===== src/rtl/match_round_if.sv =====
// Signal bundle between the match display/timer stage and the round controller.
// The controller takes the slave side; the stage driving pattern/time takes master.
interface match_round_if;
  logic        start_key_n;
  logic [13:0] pattern;
  logic [3:0]  sec_ones;
  logic [3:0]  sec_tens;
  logic [2:0]  level_sel;
  logic        timer_run;
  logic        timer_clr;
  logic        win_led;
  logic        fail_led;
  logic        game_done;
  logic [7:0]  last_time;
  logic [7:0]  best_time;

  modport master (
    output start_key_n, pattern, sec_ones, sec_tens,
    input  level_sel, timer_run, timer_clr, win_led, fail_led, game_done,
           last_time, best_time
  );

  modport slave (
    input  start_key_n, pattern, sec_ones, sec_tens,
    output level_sel, timer_run, timer_clr, win_led, fail_led, game_done,
           last_time, best_time
  );
endinterface


===== src/rtl/match_round_ctrl.sv =====
// Round/level sequencer for the pattern-match game: arms levels, runs the timer,
// settles the board condition, declares win/fail and tracks last/best times.
//
// state | meaning
// IDLE  | no game, timer cleared, waiting for start
// ARM   | level selected, waiting for the board pattern to be lit and stable
// PLAY  | timer running, waiting for all pattern bits to be cleared
// WIN   | round won, time frozen on display, start advances the level
// FAIL  | time limit reached, start retries the same level
// DONE  | all levels completed, start begins a new game
module match_round_ctrl #(
  parameter int SETTLE_CYCLES = 1_000_000,
  parameter int TIME_LIMIT    = 59,
  parameter int NUM_LEVELS    = 3
) (
  input logic          CLOCK_50,
  input logic          reset,
  match_round_if.slave bus
);

  localparam int             CW       = (SETTLE_CYCLES > 1) ? $clog2(SETTLE_CYCLES) : 1;
  localparam logic [CW-1:0]  CNT_TOP  = CW'(SETTLE_CYCLES - 1);
  localparam logic [2:0]     LAST_LVL = 3'(1 << (NUM_LEVELS - 1));
  localparam logic [6:0]     LIMIT    = 7'(TIME_LIMIT);

  typedef enum logic [2:0] {
    S_IDLE = 3'd0,
    S_ARM  = 3'd1,
    S_PLAY = 3'd2,
    S_WIN  = 3'd3,
    S_FAIL = 3'd4,
    S_DONE = 3'd5
  } state_t;

  state_t        state_q, state_d;
  logic [CW-1:0] cnt_q, cnt_d;
  logic          sync1_q, sync2_q, sync3_q;
  logic [2:0]    level_sel_q, level_sel_d;
  logic          timer_run_q, timer_run_d;
  logic          timer_clr_q, timer_clr_d;
  logic          win_q, win_d;
  logic          fail_q, fail_d;
  logic          done_q, done_d;
  logic [7:0]    last_q, last_d;
  logic [7:0]    best_q, best_d;

  logic          start_pulse;
  logic          digit_bad;
  logic [6:0]    elapsed;
  logic [7:0]    cur_time;
  logic          cond;
  logic          settled;

  assign start_pulse = sync3_q & ~sync2_q;
  assign cur_time    = {bus.sec_tens, bus.sec_ones};
  assign digit_bad   = (bus.sec_tens > 4'd9) || (bus.sec_ones > 4'd9);
  assign elapsed     = digit_bad ? 7'd99
                                 : ({3'b000, bus.sec_tens} * 7'd10) + {3'b000, bus.sec_ones};

  always_ff @(posedge CLOCK_50 or negedge reset) begin
    if (!reset) begin
      state_q     <= S_IDLE;
      cnt_q       <= '0;
      sync1_q     <= 1'b1;
      sync2_q     <= 1'b1;
      sync3_q     <= 1'b1;
      level_sel_q <= 3'b000;
      timer_run_q <= 1'b0;
      timer_clr_q <= 1'b1;
      win_q       <= 1'b0;
      fail_q      <= 1'b0;
      done_q      <= 1'b0;
      last_q      <= 8'h00;
      best_q      <= 8'h99;
    end else begin
      state_q     <= state_d;
      cnt_q       <= cnt_d;
      sync1_q     <= bus.start_key_n;
      sync2_q     <= sync1_q;
      sync3_q     <= sync2_q;
      level_sel_q <= level_sel_d;
      timer_run_q <= timer_run_d;
      timer_clr_q <= timer_clr_d;
      win_q       <= win_d;
      fail_q      <= fail_d;
      done_q      <= done_d;
      last_q      <= last_d;
      best_q      <= best_d;
    end
  end

  always_comb begin
    state_d     = state_q;
    level_sel_d = level_sel_q;
    last_d      = last_q;
    best_d      = best_q;
    cond        = 1'b0;
    if (state_q == S_ARM)  cond = (bus.pattern != 14'd0);
    if (state_q == S_PLAY) cond = (bus.pattern == 14'd0);
    settled = cond && (cnt_q == CNT_TOP);

    case (state_q)
      S_IDLE: begin
        if (start_pulse) begin
          state_d     = S_ARM;
          level_sel_d = 3'b001;
        end
      end
      S_ARM: begin
        if (settled) state_d = S_PLAY;
      end
      S_PLAY: begin
        // a win on the same cycle as the limit counts as a win
        if (settled) begin
          state_d = S_WIN;
          last_d  = cur_time;
          if (cur_time < best_q) best_d = cur_time;
        end else if (elapsed >= LIMIT) begin
          state_d = S_FAIL;
        end
      end
      S_WIN: begin
        if (start_pulse) begin
          if (level_sel_q == LAST_LVL) begin
            state_d     = S_DONE;
            level_sel_d = 3'b000;
          end else begin
            state_d     = S_ARM;
            level_sel_d = level_sel_q << 1;
          end
        end
      end
      S_FAIL: begin
        if (start_pulse) state_d = S_ARM;
      end
      S_DONE: begin
        if (start_pulse) begin
          state_d     = S_ARM;
          level_sel_d = 3'b001;
        end
      end
      default: begin
        state_d     = S_IDLE;
        level_sel_d = 3'b000;
      end
    endcase

    if ((state_d != state_q) || !cond) cnt_d = '0;
    else if (cnt_q != CNT_TOP)         cnt_d = cnt_q + CW'(1);
    else                               cnt_d = cnt_q;
  end

  // outputs decoded from the next state so they register alongside it
  always_comb begin
    timer_run_d = 1'b0;
    timer_clr_d = 1'b0;
    win_d       = 1'b0;
    fail_d      = 1'b0;
    done_d      = 1'b0;
    case (state_d)
      S_IDLE: timer_clr_d = 1'b1;
      S_ARM:  timer_clr_d = 1'b1;
      S_PLAY: timer_run_d = 1'b1;
      S_WIN:  win_d       = 1'b1;
      S_FAIL: fail_d      = 1'b1;
      S_DONE: begin
        win_d  = 1'b1;
        done_d = 1'b1;
      end
      default: timer_clr_d = 1'b1;
    endcase
  end

  assign bus.level_sel = level_sel_q;
  assign bus.timer_run = timer_run_q;
  assign bus.timer_clr = timer_clr_q;
  assign bus.win_led   = win_q;
  assign bus.fail_led  = fail_q;
  assign bus.game_done = done_q;
  assign bus.last_time = last_q;
  assign bus.best_time = best_q;

endmodule


===== src/flat_wrapper.sv =====
// flat-port wrapper written by rule: the top's interface ports become plain ports
module match_round_ctrl_flat 
#(
  parameter int SETTLE_CYCLES = 1_000_000,
  parameter int TIME_LIMIT    = 59,
  parameter int NUM_LEVELS    = 3
)
  (CLOCK_50, reset, bus_start_key_n, bus_pattern, bus_sec_ones, bus_sec_tens, bus_level_sel, bus_timer_run, bus_timer_clr, bus_win_led, bus_fail_led, bus_game_done, bus_last_time, bus_best_time);
  match_round_if bus_i ();
  input logic CLOCK_50;
  input logic reset;
  input wire logic [$bits(bus_i.start_key_n)-1:0] bus_start_key_n;
  input wire logic [$bits(bus_i.pattern)-1:0] bus_pattern;
  input wire logic [$bits(bus_i.sec_ones)-1:0] bus_sec_ones;
  input wire logic [$bits(bus_i.sec_tens)-1:0] bus_sec_tens;
  output wire logic [$bits(bus_i.level_sel)-1:0] bus_level_sel;
  output wire logic [$bits(bus_i.timer_run)-1:0] bus_timer_run;
  output wire logic [$bits(bus_i.timer_clr)-1:0] bus_timer_clr;
  output wire logic [$bits(bus_i.win_led)-1:0] bus_win_led;
  output wire logic [$bits(bus_i.fail_led)-1:0] bus_fail_led;
  output wire logic [$bits(bus_i.game_done)-1:0] bus_game_done;
  output wire logic [$bits(bus_i.last_time)-1:0] bus_last_time;
  output wire logic [$bits(bus_i.best_time)-1:0] bus_best_time;
  assign bus_i.start_key_n = bus_start_key_n;
  assign bus_i.pattern = bus_pattern;
  assign bus_i.sec_ones = bus_sec_ones;
  assign bus_i.sec_tens = bus_sec_tens;
  assign bus_level_sel = bus_i.level_sel;
  assign bus_timer_run = bus_i.timer_run;
  assign bus_timer_clr = bus_i.timer_clr;
  assign bus_win_led = bus_i.win_led;
  assign bus_fail_led = bus_i.fail_led;
  assign bus_game_done = bus_i.game_done;
  assign bus_last_time = bus_i.last_time;
  assign bus_best_time = bus_i.best_time;
  match_round_ctrl #(.SETTLE_CYCLES(SETTLE_CYCLES), .TIME_LIMIT(TIME_LIMIT), .NUM_LEVELS(NUM_LEVELS)) u_core (.CLOCK_50(CLOCK_50), .reset(reset), .bus(bus_i));
endmodule

===== config.mk =====
export PLATFORM = sky130hd
export DESIGN_NAME = match_round_ctrl_flat
export DESIGN_NICKNAME = d
export VERILOG_FILES = /design/src/rtl/match_round_if.sv /design/src/rtl/match_round_ctrl.sv /design/src/flat_wrapper.sv
export SDC_FILE = /design/constraint.sdc
export NUM_CORES = 1
export LEC_CHECK = 0
export ABC_AREA = 1
export CORE_MARGIN = 5
export CORE_UTILIZATION = 25
export CTS_BUF_LIST = sky130_fd_sc_hd__clkbuf_8
export DETAILED_ROUTE_END_ITERATION = 7
export MAX_ROUTING_LAYER = met4
export PLACE_DENSITY_LB_ADDON = 0.15
export SLEW_MARGIN = 30
export SYNTH_ARGS = -nofsm -noshare
export SYNTH_HDL_FRONTEND = slang
export SYNTH_SLANG_ARGS = --single-unit

===== constraint.sdc =====
create_clock -name CLOCK_50 -period 4.6 [get_ports CLOCK_50]
set_clock_uncertainty 0.05 [all_clocks]
set_input_delay 1.38 -clock CLOCK_50 [delete_from_list [all_inputs] [get_ports CLOCK_50]]
set_output_delay 1.38 -clock CLOCK_50 [all_outputs]
set_load 0.02 [all_outputs]

* After elaboration in Yosys (flattened, before gate mapping)
Cells that the tools add are included.
** Word-level totals
- Flip-flop bits (word level) :: 50
- Input bits :: 25
- Output and inout port bits :: 24
- Logic and storage cells :: 75
** Operators by class
- Add/sub/neg operators :: 2
- Multiply operators :: 1
- Order comparisons :: 4
- Eq/ne operators :: 15
- Muxes and demuxes :: 21
- Bitwise gates (word level) :: 3
- Reduce and logical (&&, ||, !) cells :: 16
** Operators by type and width (number)
- two-way mux 20 bit :: 2
- two-way mux 3 bit :: 9
- adder 20 x 1 -> 20 bit (second input constant) :: 1
- == test 20 bit (second input constant) :: 1
- inequality test 20 bit (second input constant) :: 1
- == test 3 bit (second input constant) :: 5
- logical NOT 14 bit :: 1
- nonzero test 14 bit :: 1
- == test 3 x 2 -> 1 bit (second input constant) :: 4
- case mux 3 bit (4 select lines) :: 1
- case mux 3 bit (3 select lines) :: 1
- greater-than comparator 4 bit (second input constant) :: 2
- < comparator 8 bit :: 1
- adder 7 x 4 -> 7 bit :: 1
- >= comparator 7 x 6 -> 1 bit (second input constant) :: 1
- two-way mux 1 bit :: 7
- two-way mux 7 bit :: 1
- multiplier 4 x 3 -> 6 bit (second input constant) :: 1
- AND reduction 3 bit :: 2
- OR reduction 3 bit :: 2
- inequality test 2 x 1 -> 1 bit (second input constant) :: 2
- OR reduction 2 bit :: 2
- OR reduction 4 bit :: 1
- == test 3 x 1 -> 1 bit (second input constant) :: 1
- 9 further kinds :: 11

* Logic depth before layout (Yosys ltp)
Gate-level depths: netlist of run 1.
- Depth after elaboration :: 10
- Mapped depth :: 14
- Mapped depth without buffers :: 13

* Least setup slack after synthesis of run 1
Ideal clock, no wire load.
- Path kind :: input -> register
- Start point :: in bus_sec_tens[1]
- End point :: reg u_core.cnt_q[4]
- Data arrival time :: 3291 ps
- Data required time :: 4481 ps
- Slack :: 1190 ps
- Stages on the path :: 10
- Buffers on the path :: 1
- Cells stage by stage :: ha_1 -> ha_1 -> fa_1 -> or2_2 -> nand4_1 -> nand4_1 -> nand3_1 -> nand3_2 -> buf_6 -> nor2_2
** Between the ends
- Cells in the longest elaborated chain, start to end :: 10
- Elaborated cells between the ends (all ways) :: 13
** RTL lines
- start, declared :: line flat_wrapper.sv:15 : input wire logic [$bits(bus_i.sec_tens)-1:0] bus_sec_tens;
- multiplier 4 x 3 -> 6 bit / greater-than comparator 4 bit (equally long branches) :: line match_round_ctrl.sv:58, match_round_ctrl.sv:56
- adder 7 x 4 -> 7 bit / logical OR 1 bit (equally long branches) :: line match_round_ctrl.sv:58, match_round_ctrl.sv:56
- two-way mux 7 bit (*) :: line match_round_ctrl.sv:57 : assign elapsed = digit_bad ? 7'd99
- >= comparator 7 x 6 -> 1 bit (*) :: line match_round_ctrl.sv:118 : end else if (elapsed >= LIMIT) begin
- two-way mux 3 bit (*) :: line match_round_ctrl.sv:118
- two-way mux 3 bit (*) :: line match_round_ctrl.sv:114 : if (settled) begin
- case mux 3 bit (4 select lines) (*) :: line match_round_ctrl.sv:102 : case (state_q)
- inequality test 3 bit (*) :: line match_round_ctrl.sv:148 : if ((state_d != state_q) || !cond) cnt_d = '0;
- logical OR 1 bit (*) :: line match_round_ctrl.sv:148
- two-way mux 20 bit / nonzero test 2 bit (equally long branches)
- end signal, assigned :: line match_round_ctrl.sv:77 : cnt_q <= cnt_d;
- end, declared :: line match_round_ctrl.sv:36 : logic [CW-1:0] cnt_q, cnt_d;
Every way passes the cells marked *; elsewhere a longest branch is shown, timed or not.
A chain may end at the register's enable or synchronous reset.

* Worst setup path in the final report of run 1
- Start point :: in bus_sec_tens[3]
- End point :: reg u_core.cnt_q[14]
Same word-level chain as after synthesis.

==> flow_results.org, run 1 <==
** Floorplanning
- For this design the top-level I/O count stands at just under 50.
- Die Ht :: between 100 and 150 um
- Std-Cell Core Area :: 11300 um2
- The floorplan step defined a die boundary enclosing 13700 um2.
- After floorplanning, the core was divided into 39 placement rows.
- Horizontal die dimension :: 117 um
- Starting density of the core :: 0.253

** Detailed routing
- Post-detailed-route wirelength per cell :: 12.1 um
- DRC :: 0
- Via/cell ratio :: 4.40
- Detailed Route WL :: between 6 and 7 mm
- Vias post-DR :: 2332
- In this run, the number of DRC markers left after iteration 0 of detailed routing was between 60 and 70.
- Number of iterations in the first detailed-routing pass :: 4
- The detail route stage leaves a number of antenna-violating nets equal to 0.

** Yosys
- Syn. warnings :: 0
- After synthesis the cells add up to 2870 um2.
- Syn Nets :: 371
- Leading register cell type out of synthesis :: sky130_fd_sc_hd__dfrtp_1
- Area share of the leading cell type in the synthesized netlist :: 0.367
- Counting flops with an async set or reset pin after synthesis yields a share of 1.00.
- Number of distinct standard cells referenced by the synthesized netlist :: 35
- Dominant cells by area after synthesis :: sky130_fd_sc_hd__dfrtp_1, sky130_fd_sc_hd__nand2_1, sky130_fd_sc_hd__dfstp_2, sky130_fd_sc_hd__ha_1, sky130_fd_sc_hd__inv_1
- Fraction of the yosys area taken by sequential cells :: 0.440
- Counting flops and latches in the post-synthesis netlist gives 50.
- A synthesized cell averages 8.69 um2.
- sky130_fd_sc_hd__dfrtp_1 takes more of the synthesized area than any other cell.
- Synthesis produced a netlist whose cell count is 330.
- In this run, synthesis inferred 0 flip-flops with an integrated enable.

** Cells and area
- Final design utilization :: 0.319
- Area of the multi-input gates :: 1420 um2
- Of the cells placed in the final design, the portion with a size suffix greater than 1 is 0.150.
- Nets@finish :: 427
- The filler cells instantiated in the layout total 1230.
- After routing the design area is approximately 3600 um2.
- The repair_antennas step left the layout with diodes totalling 0.
- Summing all flip-flop and latch instances after layout gives 1260 um2.
- Relative area change from synthesis to final layout :: 26.0%

** Global route
- For this run the aggregate overflow at the end of global routing stands at 0.
- Maximum number of pins on one net before global-route repair :: 33
- The number of global-route vias before repair was 2370.
- The first global-routing pass estimated 11.0 mm of wire.
- Number of antenna violations at the first check in global routing :: 0
- Total routing usage reported by global routing :: 0.104

** Timing
- RSZ-0062 raised after global routing :: false
- Once routing completed, OpenROAD measured the worst setup slack at between 0.6 and 0.7 ns.
- Final slew viol count :: 0
- Total negative slack for setup checks :: 0 ns
- The smallest clock period supported by the final layout is computed as 3.93 ns.
- At the pin with the least slew margin, the transition time is 0.743 ns.
- Of the available clock period, the critical path in the final layout requires 0.855.
- Derived from the worst setup path, the maximum achievable clock frequency is 254 MHz.
- Setup violations remaining at the end of the flow were counted as 0.
- Final hold violation count :: 0
- Measured against its own limit, the worst slew margin works out to 0.504.

** Clock network
- TritonCTS clock tree :: built
- Clock slew at the register clock pins of the worst setup and hold paths :: 0.10 ns
- Once the clock tree was built, the setup fixing pass inserted 0 buffers.
- Clk Tree Root Cell :: sky130_fd_sc_hd__clkbuf_8
- Max Buffers Root-to-Sink :: 2
- CTS saw 50 sinks.
- Post-cts gate resize count :: 0
- Number of H-tree levels :: 2
- Clock tree synthesis inserted a total of 5 buffers.
- The number of hold buffers added after CTS was 0.
- Clock latency on the worst-skew pair, taken at its later pin, is roughly 0.31 ns.

** Place
- At the end of routability-driven placement, the weighted congestion stood at 0.745.
- Placed wire-length estimate :: 5.01 mm
- Once placement finished, the instance area stood at about 3500 um2.
- Post-Place Setup Slack :: 0.346 ns
- During placement, the flow inserted port buffers numbering 48.

** Worst hold path
- Hold/Removal Path Class :: flop to flop
- The worst hold path begins at u_core.sync1_q.

** Power and ir drop
- Max rail drop VDD :: 0.156 mV
- Power spread over the standard cell area amounts to 289 nW/um2.
- Leakage :: 1.62 nW

** Setup path
- Critical Path Sink Type :: flop
- The startpoint identified for the worst register-to-register timing path is u_core.cnt_q[0].
- Along the worst path, the maximum fanout reaches 20.
- Critical path data required time :: 4.78 ns
- Tracing the worst setup path back leads to its startpoint at bus_sec_tens[3].
- Arrival time of data at the critical path endpoint :: between 4 and 5 ns
- Worst Path Class, Setup :: primary input to flop
- The worst setup path is launched from a primary input.

** Run status
- The flow ran to the end, and the final reports show no timing, DRC or antenna violations.

** Flow run
- The tool flagged a number of max-cap violations equal to 0.
through the flow:
| step | cells | power, mW | hold slack, ns |
|---|---|---|---|
| final | 530 | 1.04 | 0.305 |
| after global routing | 530 | 1.12 | 0.307 |
| after CTS | 530 | 1.06 | 0.306 |
| after detailed placement | 522 | 0.792 | 0.298 |
| after global placement | 522 | 0.791 | 0.296 |
| after floorplan | 330 | 0.723 | 0.295 |
power by group:
| group | total (mW) | internal [mW] | switching [mW] |
|---|---|---|---|
| clock network | 0.264 | 0.107 | 0.157 |
| logic | 0.285 | 0.103 | 0.183 |
| registers | 0.493 | 0.467 | 0.0262 |
cells in the mapped netlist, types with 2 or more instances:
| library cell | count |
|---|---|
| sky130_fd_sc_hd__a21oi_1 | 9 |
| sky130_fd_sc_hd__buf_6 | 2 |
| sky130_fd_sc_hd__dfrtp_1 | 42 |
| sky130_fd_sc_hd__dfstp_2 | 8 |
| sky130_fd_sc_hd__fa_1 | 2 |
| sky130_fd_sc_hd__ha_1 | 14 |
| sky130_fd_sc_hd__inv_1 | 41 |
| sky130_fd_sc_hd__mux2_2 | 7 |
| sky130_fd_sc_hd__nand2_1 | 59 |
| sky130_fd_sc_hd__nand3_1 | 24 |
| sky130_fd_sc_hd__nand3_2 | 2 |
| sky130_fd_sc_hd__nand3_4 | 2 |
| sky130_fd_sc_hd__nand3b_1 | 2 |
| sky130_fd_sc_hd__nand4_1 | 6 |
| sky130_fd_sc_hd__nor2_1 | 37 |
| sky130_fd_sc_hd__nor2_2 | 19 |
| sky130_fd_sc_hd__nor2_4 | 2 |
| sky130_fd_sc_hd__nor3_1 | 2 |
| sky130_fd_sc_hd__nor4_1 | 2 |
| sky130_fd_sc_hd__o21ai_0 | 18 |
| sky130_fd_sc_hd__o21ai_1 | 2 |
| sky130_fd_sc_hd__xnor2_1 | 6 |
| sky130_fd_sc_hd__xor2_1 | 10 |
routing by layer:
metal,GRT usage,vias up,wire (um)
met5,-,-,0
met4,0.0321,0,85
met3,0.0206,8,207
met2,0.173,42,3090
met1,0.127,1101,3040
li1,-,1181,-
final cells by class:
type	count	area share
well taps	143	0.0495
flip-flops and latches	50	0.349
multi-input cells	235	0.393
clock buffers	5	0.0191
clock inverters	3	0.00589
repair buffers	52	0.140
inverters	42	0.0437
cell families (layout without fill, tap and decap cells):
logic type               count (synthesis)  after routing  synth area share
AO/OA/AOI/OAI                           33             33            0.0620
XOR/XNOR                                16             16            0.0489
adder cells (fa/ha/maj)                 16             16            0.0751
buffers and inverters                   45            102            0.0655
flip-flops                              50             50             0.440
multiplexers                             7              7            0.0275
AND/OR/NAND/NOR                        163            163             0.281
sequential cells by signal (all words and copies together), names as in the netlist:
signal	cells
u_core.bus.timer_clr	1
u_core.bus.fail_led	1
u_core.state_q	3
u_core.bus.win_led	1
u_core.bus.timer_run	1
u_core.sync1_q	1
u_core.sync2_q	1
u_core.bus.level_sel	3
u_core.bus.game_done	1
u_core.bus.best_time	8
u_core.bus.last_time	8
u_core.cnt_q	20
u_core.sync3_q	1
layout by cell type (no fill, tap or decap), drive strengths merged, types with 6 or more instances in the layout:
master,n
a21oi,9
clkdlybuf4s50,47
dfrtp,42
dfstp,8
ha,14
inv,42
mux2,7
nand2,61
nand3,28
nand4,6
nor2,58
o21ai,20
xnor2,6
xor2,10
critical path, cell delays in order:
cell and delay [ns]:
sky130_fd_sc_hd__clkdlybuf4s50_1 0.60, sky130_fd_sc_hd__ha_1 0.29, sky130_fd_sc_hd__ha_1 0.21, sky130_fd_sc_hd__fa_1 0.49, sky130_fd_sc_hd__or2_2 0.31, sky130_fd_sc_hd__nand4_1 0.11
sky130_fd_sc_hd__nand4_1 0.13, sky130_fd_sc_hd__nand3_1 0.14, sky130_fd_sc_hd__nand3_2 0.07, sky130_fd_sc_hd__buf_4 0.24, sky130_fd_sc_hd__nor2_2 0.11
path summary, 6_finish.rpt:
check                      slack, ns                      end  depth (start not counted)
setup reg to reg                2.22         u_core.cnt_q[14]                         13
max in group asynchronous       2.61           u_core.sync1_q                          2
hold / removal                  0.31           u_core.sync2_q                          0
setup / recovery                0.67         u_core.cnt_q[14]                         11
hold reg to reg                 0.31           u_core.sync2_q                          0
min in group asynchronous       1.07  u_core.bus.last_time[1]                          1
No activity file was read; power rests on OpenSTA's default activity.
==> run 2, diff against run 1 <==
- CTS_BUF_LIST: sky130_fd_sc_hd__clkbuf_8 -> sky130_fd_sc_hd__clkbuf_4
==> run 2 against run 1 <==
Sequential share of layout area rose by 0.31 points. Design area fell by 0.87%. Die area did not move. First-iteration DRC count rose by 7.7%. Cell count did not move. Routed wire length fell by 0.50%. Largest cell class unchanged.
==> flow_results.org, run 2 (synthesis results as in run 1) <==
** Global route
- The global-route wire length before repair is 11.0 mm (-0.32%).
- Leftover overflow at the end of global routing :: 0 (unchanged)
- The number of global-route vias before repair is 2375 (+0.21%).
- The met2 capacity usage during global routing was 0.173 (-0.000379).
- Met3 demand-to-capacity share in global routing :: 0.0221 (+0.00154)
- Routing layer with the top usage in global route :: met2
- Maximum number of pins on one net before global-route repair :: 33 (unchanged)
- Total routing usage reported by global routing :: 0.103 (-0.000443)
- Met1 demand-to-capacity share in global routing :: 0.127 (unchanged)
- Number of antenna violations at the first check in global routing :: 0 (unchanged)

** Timing
- Endpoints failing setup :: 0 (unchanged)
- Fin crit share :: 0.841 (-0.0140)
- The post-layout minimum cycle time was 3.87 ns (-0.0643 ns).
- RSZ-0062 raised after global routing :: false
- The worst-case headroom to the max-slew limit is 0.510 (+0.00603).
- The minimum setup slack in the final design was 0.732 ns (+0.0643 ns).
- The final total negative setup slack was 0 ns (unchanged).
- The final number of max-transition violations is 0 (unchanged).
- The maximum clock frequency was 259 MHz (+1.7%).
- The transition time at the pin with the least slew margin came to 0.734 ns (-0.00905 ns).
- The number of hold violations in the final report came to 0 (unchanged).

** Detailed routing
- The total wire length after detailed routing is 6.39 mm (-0.50%).
- The number of routed nets with antenna violations is 0 (unchanged).
- Vias post-DR :: 2324 (-0.34%)
- Post-detailed-route wirelength per cell :: 12.1 um (-0.50%)
- DRC :: 0 (unchanged)
- The routed via count divided by cell count was 4.38 (-0.34%).
- Detailed Route Iter0 Violations :: 70 (+7.7%)
- The number of optimization iterations in the first detailed-route pass is 4 (unchanged).

** Setup path
- Delay of the slowest cell on the worst path :: 0.60 ns (about the same)
- Arrival time of data at the critical path endpoint :: 4.11 ns (about the same)
- Sequence of cells on the critical path :: clkdlybuf4s50_1 > ha_1 > ha_1 > fa_1 > or2_2 > nand4_1 > nand4_1 > nand3_1 > nand3_2 > buf_4 > nor2_2
- The worst register-to-register path ends at u_core.cnt_q[14].
- Tracing the worst setup path back leads to its startpoint at bus_sec_tens[3].
- Worst r2r src :: u_core.cnt_q[0]
- The data required time at the worst endpoint came to 4.85 ns (+0.07 ns).
- Setup slack, reg-to-reg :: 2.22 ns (about the same)
- CP max-delay cell :: sky130_fd_sc_hd__clkdlybuf4s50_1
- Worst Path Class, Setup :: primary input to flop
- Critical Path Sink Type :: flop
- Startpoint type of the worst setup path :: primary input
- Critical path peak fanout :: 20 (unchanged)
- The depth of the worst register-to-register path came to 13 (unchanged).

** Clock network
- The post-CTS setup buffer count came to 0 (unchanged).
- TritonCTS clock tree :: built
- Clock slew at the register clock pins of the worst setup and hold paths :: 0.16 ns (+0.06 ns)
- The post-cts sizing count came to 0 (unchanged).
- Max Buffers Root-to-Sink :: 2 (unchanged)
- Clock tree synthesis selected as its root buffer the cell sky130_fd_sc_hd__clkbuf_4.
- Total number of clock tree sinks :: 50 (unchanged)
- The CTS buffer count came to 5 (unchanged).
- Clock insertion delay at the later pin of the skew report :: 0.38 ns (+0.07 ns)
- Hold buffer count at CTS :: 0 (unchanged)
- Number of H-tree levels :: 2 (unchanged)

** Flow run
- The max-capacitance violation count came to 0 (unchanged).

** Place
- Placer's final routability congestion estimate :: 0.745 (unchanged)
- Post-Place Setup Slack :: 0.346 ns (unchanged)
- The number of port buffers was 48 (unchanged).
- Placed wire-length estimate :: 5.01 mm (unchanged)

** Cells and area
- Nets@finish :: 427 (unchanged)
- From synthesis to final layout, the design area changed by 24.9%.
- The library cell used most frequently in the layout, excluding fill and tap cells, is sky130_fd_sc_hd__nand2_1.
- Max FFs per register :: 20 (unchanged)
- Share of cells above drive strength 1 :: 0.150 (unchanged)
- The final cell utilization of the core came to 0.316 (-0.00276).
- Counting flops per register, the top entry is u_core.cnt_q.
- Count of antenna diodes in the layout :: 0 (unchanged)
- In the layout the commonest cells are sky130_fd_sc_hd__nand2_1, sky130_fd_sc_hd__clkdlybuf4s50_1, sky130_fd_sc_hd__dfrtp_1, sky130_fd_sc_hd__inv_1, sky130_fd_sc_hd__nor2_1.

** Worst hold path
- The path class of the tightest hold or removal check is flop to flop.
- The worst hold path cell count is 0 (unchanged).
- Worst hold path endpoint :: u_core.sync2_q
- The worst hold path begins at u_core.sync1_q.

** Floorplanning
- The number of top-level design ports is 49 (unchanged).
- The count of standard-cell rows is 39 (unchanged).
- The effective utilization at floorplan came to 0.253 (unchanged).
- Horizontal die dimension :: 117 um (unchanged)
- Std-Cell Core Area :: 11300 um2 (unchanged)
- Die ar. :: 13700 um2 (unchanged)
- The height of the chip came to 117 um (unchanged).

** Power and ir drop
- The total power per unit cell area is 276 nW/um2 (-4.3%).
- The largest vdd supply drop is 0.148 mV (-5.0%).
- Total power :: 0.989 mW (-5.2%)
- The leakage power figure is 1.61 nW (-0.80%).

** Run status
- The run finished with clean final reports.
## run 2: cell counts in the layout (fill, tap and decap cells not counted)
Identical to the previous run, type by type.
## run 2: per-layer routing
metal / share of wire / up-vias / wire [um]
met5: 0 / - / 0
met4: 0.013 / 0 / 85
met3: 0.026 / 7 / 166
met2: 0.49 / 28 / 3110
met1: 0.47 / 1108 / 3030
li1: - / 1181 / -
## run 2: metrics by stage
stage	cells	area [um2]	hold slack [ns]
floorplan	330	2870	0.295
global placement	522	3520	0.296
detailed placement	522	3520	0.298
CTS	530	3580	0.308
global route	530	3580	0.310
finish	530	3580	0.312
## run 2: power by group
group	switching [mW]	total (mW)	internal, mW
logic	0.182	0.285	0.103
clock network	0.151	0.211	0.0599
registers	0.0263	0.494	0.467
## run 2: worst max-delay path: cells and delay by family
family,cells,cell delay [ns]
buf+inv,2,0.84
simple gates,6,0.87
fa+ha+maj,3,0.99
## run 2: worst max path at each step
| stage | to | slack, ns | depth (start not counted) |
|---|---|---|---|
| 2_1_floorplan | u_core.cnt_q[4] | 1.19 | 10 |
| 3_3_place_gp | u_core.cnt_q[12] | 0.42 | 14 |
| 3_5_place_dp | u_core.cnt_q[3] | 0.35 | 11 |
| 4_1_cts | u_core.cnt_q[14] | 0.73 | 11 |
| 5_1_grt | u_core.cnt_q[18] | 0.50 | 14 |
| 6_report | u_core.cnt_q[14] | 0.73 | 11 |
## run 2: layout make-up
cell class / instances / area, um2
fillers: 1233 / 7740
multi-input cells: 235 / 1420
flip-flops and latches: 50 / 1260
repair buffers: 52 / 505
well taps: 143 / 179
inverters: 42 / 158
clock buffers: 5 / 37.5
clock inverters: 3 / 21.3
